--- src/rtl/alu_share_arbiter_if.sv ---
// Request, ALU and response signals of the shared-ALU arbiter.
// The slave modport is the arbiter's view; master is the surrounding environment.
interface alu_share_arbiter_if #(
  parameter int WIDTH = 32,
  parameter int FUN_W = 4,
  parameter int TAG_W = 4
);
  logic             req0_valid;
  logic             req0_ready;
  logic [WIDTH-1:0] req0_a;
  logic [WIDTH-1:0] req0_b;
  logic [FUN_W-1:0] req0_fun;
  logic [TAG_W-1:0] req0_tag;

  logic             req1_valid;
  logic             req1_ready;
  logic [WIDTH-1:0] req1_a;
  logic [WIDTH-1:0] req1_b;
  logic [FUN_W-1:0] req1_fun;
  logic [TAG_W-1:0] req1_tag;

  logic [WIDTH-1:0] alu_a;
  logic [WIDTH-1:0] alu_b;
  logic [FUN_W-1:0] alu_fun;
  logic [WIDTH-1:0] alu_result;

  logic             rsp_valid;
  logic             rsp_ready;
  logic [WIDTH-1:0] rsp_result;
  logic [TAG_W-1:0] rsp_tag;
  logic             rsp_src;
  logic             rsp_illegal;

  modport slave (
    input  req0_valid, req0_a, req0_b, req0_fun, req0_tag,
    output req0_ready,
    input  req1_valid, req1_a, req1_b, req1_fun, req1_tag,
    output req1_ready,
    output alu_a, alu_b, alu_fun,
    input  alu_result,
    output rsp_valid, rsp_result, rsp_tag, rsp_src, rsp_illegal,
    input  rsp_ready
  );

  modport master (
    output req0_valid, req0_a, req0_b, req0_fun, req0_tag,
    input  req0_ready,
    output req1_valid, req1_a, req1_b, req1_fun, req1_tag,
    input  req1_ready,
    input  alu_a, alu_b, alu_fun,
    output alu_result,
    input  rsp_valid, rsp_result, rsp_tag, rsp_src, rsp_illegal,
    output rsp_ready
  );
endinterface

--- src/rtl/alu_share_arbiter.sv ---
// Round-robin sharing of one combinational ALU between two requesters,
// with a single-entry response buffer that can drain and refill in one cycle.
module alu_share_arbiter #(
  parameter int WIDTH = 32,
  parameter int FUN_W = 4,
  parameter int TAG_W = 4
) (
  input logic                CLK,
  input logic                RST_N,
  alu_share_arbiter_if.slave bus
);

  typedef enum logic {
    EMPTY = 1'b0,
    FULL  = 1'b1
  } state_t;

  state_t           r_state;
  logic [WIDTH-1:0] r_result;
  logic [TAG_W-1:0] r_tag;
  logic             r_src;
  logic             r_illegal;
  logic             r_last_grant;

  logic             w_can_accept;
  logic             w_grant_vld;
  logic             w_grant_idx;
  logic [TAG_W-1:0] w_tag;
  logic             w_fun_legal;

  // The buffer may be refilled in the same cycle it is drained.
  assign w_can_accept = (r_state == EMPTY) || bus.rsp_ready;

  always_comb begin
    // NOTE: every combinational output gets a default first so no path leaves it unassigned (no latch).
    w_grant_vld = 1'b0;
    w_grant_idx = 1'b0;
    if (w_can_accept) begin
      if (bus.req0_valid && bus.req1_valid) begin
        w_grant_vld = 1'b1;
        w_grant_idx = ~r_last_grant;
      end else if (bus.req0_valid) begin
        w_grant_vld = 1'b1;
        w_grant_idx = 1'b0;
      end else if (bus.req1_valid) begin
        w_grant_vld = 1'b1;
        w_grant_idx = 1'b1;
      end
    end
  end

  assign bus.req0_ready = w_grant_vld && !w_grant_idx;
  assign bus.req1_ready = w_grant_vld &&  w_grant_idx;

  // Idle drive is an undefined function so the ALU output settles to zero.
  always_comb begin
    bus.alu_a   = '0;
    bus.alu_b   = '0;
    bus.alu_fun = '1;
    w_tag       = '0;
    if (w_grant_vld) begin
      if (w_grant_idx) begin
        bus.alu_a   = bus.req1_a;
        bus.alu_b   = bus.req1_b;
        bus.alu_fun = bus.req1_fun;
        w_tag       = bus.req1_tag;
      end else begin
        bus.alu_a   = bus.req0_a;
        bus.alu_b   = bus.req0_b;
        bus.alu_fun = bus.req0_fun;
        w_tag       = bus.req0_tag;
      end
    end
  end

  always_comb begin
    w_fun_legal = 1'b0;
    case (bus.alu_fun)
      4'b0000, 4'b1000, 4'b0110, 4'b0111, 4'b0100, 4'b0101,
      4'b0001, 4'b1101, 4'b0010, 4'b0011, 4'b1001: w_fun_legal = 1'b1;
      default:                                     w_fun_legal = 1'b0;
    endcase
  end

  always_ff @(posedge CLK or negedge RST_N) begin
    if (!RST_N) begin
      // NOTE: all buffer fields are reset, so a response in flight is dropped and outputs read zero.
      r_state      <= EMPTY;
      r_result     <= '0;
      r_tag        <= '0;
      r_src        <= 1'b0;
      r_illegal    <= 1'b0;
      r_last_grant <= 1'b1;
    end else if (w_grant_vld) begin
      // NOTE: non-blocking assignments keep every register sampling pre-edge values.
      r_state      <= FULL;
      r_result     <= bus.alu_result;
      r_tag        <= w_tag;
      r_src        <= w_grant_idx;
      r_illegal    <= ~w_fun_legal;
      r_last_grant <= w_grant_idx;
    end else if (bus.rsp_ready) begin
      r_state      <= EMPTY;
    end
  end

  assign bus.rsp_valid   = (r_state == FULL);
  assign bus.rsp_result  = r_result;
  assign bus.rsp_tag     = r_tag;
  assign bus.rsp_src     = r_src;
  assign bus.rsp_illegal = r_illegal;

  a_one_ready : assert property (@(posedge CLK) disable iff (!RST_N)
    !(bus.req0_ready && bus.req1_ready));

  a_stall_hold : assert property (@(posedge CLK) disable iff (!RST_N)
    (bus.rsp_valid && !bus.rsp_ready) |=> ($stable(bus.rsp_result) && bus.rsp_valid));

endmodule
--- src/flat_wrapper.sv ---
// flat-port wrapper written by rule: the top's interface ports become plain ports
module alu_share_arbiter_flat 
#(
  parameter int WIDTH = 32,
  parameter int FUN_W = 4,
  parameter int TAG_W = 4
)
  (CLK, RST_N, bus_req0_valid, bus_req0_a, bus_req0_b, bus_req0_fun, bus_req0_tag, bus_req0_ready, bus_req1_valid, bus_req1_a, bus_req1_b, bus_req1_fun, bus_req1_tag, bus_req1_ready, bus_alu_a, bus_alu_b, bus_alu_fun, bus_alu_result, bus_rsp_valid, bus_rsp_result, bus_rsp_tag, bus_rsp_src, bus_rsp_illegal, bus_rsp_ready);
  alu_share_arbiter_if #(.WIDTH(WIDTH), .FUN_W(FUN_W), .TAG_W(TAG_W)) bus_i ();
  input logic CLK;
  input logic RST_N;
  input wire logic [$bits(bus_i.req0_valid)-1:0] bus_req0_valid;
  input wire logic [$bits(bus_i.req0_a)-1:0] bus_req0_a;
  input wire logic [$bits(bus_i.req0_b)-1:0] bus_req0_b;
  input wire logic [$bits(bus_i.req0_fun)-1:0] bus_req0_fun;
  input wire logic [$bits(bus_i.req0_tag)-1:0] bus_req0_tag;
  output wire logic [$bits(bus_i.req0_ready)-1:0] bus_req0_ready;
  input wire logic [$bits(bus_i.req1_valid)-1:0] bus_req1_valid;
  input wire logic [$bits(bus_i.req1_a)-1:0] bus_req1_a;
  input wire logic [$bits(bus_i.req1_b)-1:0] bus_req1_b;
  input wire logic [$bits(bus_i.req1_fun)-1:0] bus_req1_fun;
  input wire logic [$bits(bus_i.req1_tag)-1:0] bus_req1_tag;
  output wire logic [$bits(bus_i.req1_ready)-1:0] bus_req1_ready;
  output wire logic [$bits(bus_i.alu_a)-1:0] bus_alu_a;
  output wire logic [$bits(bus_i.alu_b)-1:0] bus_alu_b;
  output wire logic [$bits(bus_i.alu_fun)-1:0] bus_alu_fun;
  input wire logic [$bits(bus_i.alu_result)-1:0] bus_alu_result;
  output wire logic [$bits(bus_i.rsp_valid)-1:0] bus_rsp_valid;
  output wire logic [$bits(bus_i.rsp_result)-1:0] bus_rsp_result;
  output wire logic [$bits(bus_i.rsp_tag)-1:0] bus_rsp_tag;
  output wire logic [$bits(bus_i.rsp_src)-1:0] bus_rsp_src;
  output wire logic [$bits(bus_i.rsp_illegal)-1:0] bus_rsp_illegal;
  input wire logic [$bits(bus_i.rsp_ready)-1:0] bus_rsp_ready;
  assign bus_i.req0_valid = bus_req0_valid;
  assign bus_i.req0_a = bus_req0_a;
  assign bus_i.req0_b = bus_req0_b;
  assign bus_i.req0_fun = bus_req0_fun;
  assign bus_i.req0_tag = bus_req0_tag;
  assign bus_req0_ready = bus_i.req0_ready;
  assign bus_i.req1_valid = bus_req1_valid;
  assign bus_i.req1_a = bus_req1_a;
  assign bus_i.req1_b = bus_req1_b;
  assign bus_i.req1_fun = bus_req1_fun;
  assign bus_i.req1_tag = bus_req1_tag;
  assign bus_req1_ready = bus_i.req1_ready;
  assign bus_alu_a = bus_i.alu_a;
  assign bus_alu_b = bus_i.alu_b;
  assign bus_alu_fun = bus_i.alu_fun;
  assign bus_i.alu_result = bus_alu_result;
  assign bus_rsp_valid = bus_i.rsp_valid;
  assign bus_rsp_result = bus_i.rsp_result;
  assign bus_rsp_tag = bus_i.rsp_tag;
  assign bus_rsp_src = bus_i.rsp_src;
  assign bus_rsp_illegal = bus_i.rsp_illegal;
  assign bus_i.rsp_ready = bus_rsp_ready;
  alu_share_arbiter #(.WIDTH(WIDTH), .FUN_W(FUN_W), .TAG_W(TAG_W)) u_core (.CLK(CLK), .RST_N(RST_N), .bus(bus_i));
endmodule
--- config.mk ---
export PLATFORM = sky130hd
export DESIGN_NAME = alu_share_arbiter_flat
export DESIGN_NICKNAME = d
export VERILOG_FILES = /design/src/rtl/alu_share_arbiter_if.sv /design/src/rtl/alu_share_arbiter.sv /design/src/flat_wrapper.sv
export SDC_FILE = /design/constraint.sdc
export NUM_CORES = 1
export LEC_CHECK = 0
export BUFFER_PORTS_ARGS = -buffer_cell sky130_fd_sc_hd__buf_2
export CAP_MARGIN = 10
export CORE_AREA = 2 2 112 114
export CTS_CLUSTER_SIZE = 10
export DETAILED_ROUTE_END_ITERATION = 6
export DIE_AREA = 0 0 114 116
export PLACE_DENSITY = 0.55
export SYNTH_ARGS = -nofsm -noshare
export SYNTH_HDL_FRONTEND = slang
export SYNTH_SLANG_ARGS = --single-unit
--- constraint.sdc ---
create_clock -name CLK -period 4.5 [get_ports CLK]
set_clock_uncertainty 0.2 [all_clocks]
set_input_delay 0.45 -clock CLK [delete_from_list [all_inputs] [get_ports CLK]]
set_output_delay 0.45 -clock CLK [all_outputs]
set_load 0.01 [all_outputs]
==> results.sh <==
export IMPL_drv_cap=0
export IMPL_max_slew_margin_pct=21.4
export IMPL_power_switching_w=0.000417
export IMPL_area_growth_pct=67.0
export IMPL_antenna_found_initial=0
export IMPL_ctsResizeCount=0
export IMPL_ys_seq_area_share_pct=39.5
export IMPL_place_inst=810
export IMPL_p_leak_nw=2.68
export IMPL_r2r_slack_ns=2.26
export IMPL_cp_slowest_cell="inv_2"
export IMPL_synth_common_cells="nand2_1, nand3_1, dfrtp_1, buf_2, nor2_1"
export IMPL_cts_setup_buffers=0
export IMPL_via_per_inst=4.38
export IMPL_synth_top_family_by_area="simple AND/OR/NAND/NOR gates"
export IMPL_fin_cells=818
export IMPL_grt_pass1_vias=3038
export IMPL_worstPathMaxFanout=70
export IMPL_drc=0
export IMPL_p_total_w=0.00129
export IMPL_timing_final_crit_share_pct=63.6
export IMPL_ant_nets=0
export IMPL_start_util_pct=21.3
export IMPL_synth_mux_area_fraction_pct=0
export IMPL_r2r_cells=5
export IMPL_finalCriticalPeriod_ns=2.86
export IMPL_drive_gt1_share_pct=45.8
export IMPL_synth_edf_count=0
export IMPL_power_density_nw_per_um2=304
export IMPL_synthXorXnorAreaFrac_pct=0
export IMPL_clockRootBuffer="clkbuf_16"
export IMPL_clock_path_buffers=2
export IMPL_ys_ff_latch=40
export IMPL_numPortBuffers=289
export IMPL_synth_avg_cell_area_um2=6.36
export IMPL_yosysMostFrequentCell="nand2_1"
export IMPL_synth_compound_area_share_pct=4.00
export IMPL_wl_per_cell_um=12.9
export IMPL_ys_flop_type="dfrtp_1"
export IMPL_path_clk_slew_ns=0.06
export IMPL_tightest_slew_ns=1.18
export IMPL_final_util_pct=35.6
export IMPL_p_int_w=0.000872
export IMPL_hold_buffers=0
export IMPL_vias=3579
export IMPL_antennaDiodeCount=0
export IMPL_combPwrFrac_pct=33.5
export IMPL_slew_viol_final=0
export IMPL_yosysWarnings=0
export IMPL_setup_violations=0
export IMPL_cts_tree="built"
export IMPL_dieHeight_um=116
export IMPL_critPathKind="flop to primary output"
export IMPL_grt_max_degree=76
export IMPL_cts_htree_levels=2
export IMPL_syn_area_um2=2540
export IMPL_hold_class="primary input to async pin"
export IMPL_drtIter0Drc=216
export IMPL_coreArea_um2=11900
export IMPL_ys_top_cells_by_area="dfrtp_1, nand2_1, nand3_1"
export IMPL_run_status="finished clean"
export IMPL_pwr_share_seq_pct=33.7
export IMPL_timing_rr_end="u_core.bus.rsp_illegal"
export IMPL_io_pins=290
export IMPL_die_area_um2=13200
export IMPL_critPathArrivalTime_ns=2.21
export IMPL_synthCells=399
export IMPL_synth_simple_gate_area_share_pct=50.3
export IMPL_grt_pass1_wl_mm=15.0
export IMPL_fin_tns_setup_ns=0
export IMPL_clock_fmax_mhz=350
export IMPL_cpPeakStageDelay_ns=0.82
export IMPL_dpl_hpwl_mm=8.22
export IMPL_synth_cell_types=23
export IMPL_synth_fa_ha_area_share_pct=0
export IMPL_gr_total_overflow=0
export IMPL_gp_congestion=0.749
export IMPL_worstReg2RegStart="u_core.bus.rsp_valid"
export IMPL_cp_start_kind="flop"
export IMPL_nNetsFinal=851
export IMPL_die_w_um=114
export IMPL_p_clk_share_pct=32.8
export IMPL_netSwitchingFraction_pct=32.3
export IMPL_hold_violations=0
export IMPL_synthesis_nets=580
export IMPL_grt_total_usage_pct=14.2
export IMPL_rsz0062_at_grt="no"
export IMPL_ir_drop_uv=169
export IMPL_clock_sinks=40
export IMPL_worstSetupEndpointType="primary output"
export IMPL_synth_top_area_share_pct=38.5
export IMPL_synthArstFlopShare_pct=100
export IMPL_crit_required_ns=3.85
export IMPL_cp_cell_sequence="nand2b_2, nand3_2, inv_2, nand2_1, a21oi_1, buf_2"
export IMPL_wl_mm=10.6
export IMPL_synth_area_leader_cell="dfrtp_1"
export IMPL_insertion_delay_ns=0.28
export IMPL_row_count=40
export IMPL_hold_ws_ns=0.0940
export IMPL_numCtsBuffers=5
export IMPL_dr_pass1_iters=4
metal layers:
metal  vias up  part of all wire [%]  global-route usage [%]
met4         0                  0.98                    2.76
li1       1800                     -                       -
met2       183                    49                    24.4
met5         -                     0                       0
met1      1586                    41                    18.7
met3        10                   8.2                    2.62
layout by cell type, fill, tap and decap left out, drive strengths merged:
master / netlist / routed
dfstp: 1 / 1
inv: 3 / 3
nand2b: 2 / 2
nand3: 65 / 65
nand3b: 1 / 1
dfrtp: 39 / 39
bufinv: 0 / 1
a21oi: 2 / 2
a311oi: 1 / 1
o22ai: 1 / 1
o21ai: 1 / 1
a31oi: 4 / 4
clkbuf: 5 / 6
nor2b: 1 / 1
clkinv: 0 / 1
nor2: 6 / 6
o32ai: 1 / 1
o21a: 1 / 1
o22a: 3 / 3
buf: 24 / 293
nand2: 238 / 238
per-stage QoR:
stage	worst slack, ns	instance area, um2
after global routing	1.42	4240
after CTS	1.61	4240
final	1.64	4240
after detailed placement	1.74	4060
after floorplan	2.58	2540
after global placement	1.79	4060
logic make-up after synthesis:
family | Yosys count
flip-flops | 40
buffers and inverters | 32
AO/OA/AOI/OAI | 14
AND/OR/NAND/NOR | 313
worst max-delay path by stage:
stage	from	endpoint	slack, ns	cells past startpoint
2_1_floorplan	bus_rsp_ready	bus_alu_a[18]	2.58	6
3_3_place_gp	bus_rsp_ready	bus_alu_a[31]	1.79	7
3_5_place_dp	bus_rsp_ready	bus_alu_b[31]	1.74	7
4_1_cts	u_core.bus.rsp_valid	bus_alu_a[31]	1.61	6
5_1_grt	u_core.bus.rsp_valid	bus_alu_b[31]	1.42	6
6_report	u_core.bus.rsp_valid	bus_alu_b[31]	1.64	6
state kept, by name, indices dropped and copies added, names as in the netlist:
register	cells
u_core.bus.rsp_illegal	1
u_core.bus.rsp_tag	4
u_core.bus.rsp_valid	1
u_core.bus.rsp_src	1
u_core.bus.rsp_result	32
u_core.r_last_grant	1
final cells by class:
class | count | area, um2
fillers | 1308 | 7680
multi-input cells | 327 | 1380
clock buffers | 6 | 139
well taps | 147 | 184
flip-flops and latches | 40 | 1000
clock inverters | 2 | 38.8
repair buffers | 293 | 1480
inverters | 3 | 11.3
power groups by stage:
stage	registers [W]	logic, W	clock network [W]
after global routing	0.000440	0.000482	0.000456
after detailed placement	0.000439	0.000438	0
after CTS	0.000435	0.000439	0.000438
after floorplan	0.000462	0.000195	0
after global placement	0.000439	0.000435	0
final	0.000434	0.000432	0.000423
worst max-delay path, delay by kind of cell, from the launching register on:
family                 cells  cell delay (ns)
buffers and inverters      2             0.96
DFF                        1             0.39
and+or+nand+nor            3             0.35
AOI/OAI and AO/OA          1             0.16
Power figures use the tool's default switching activity.
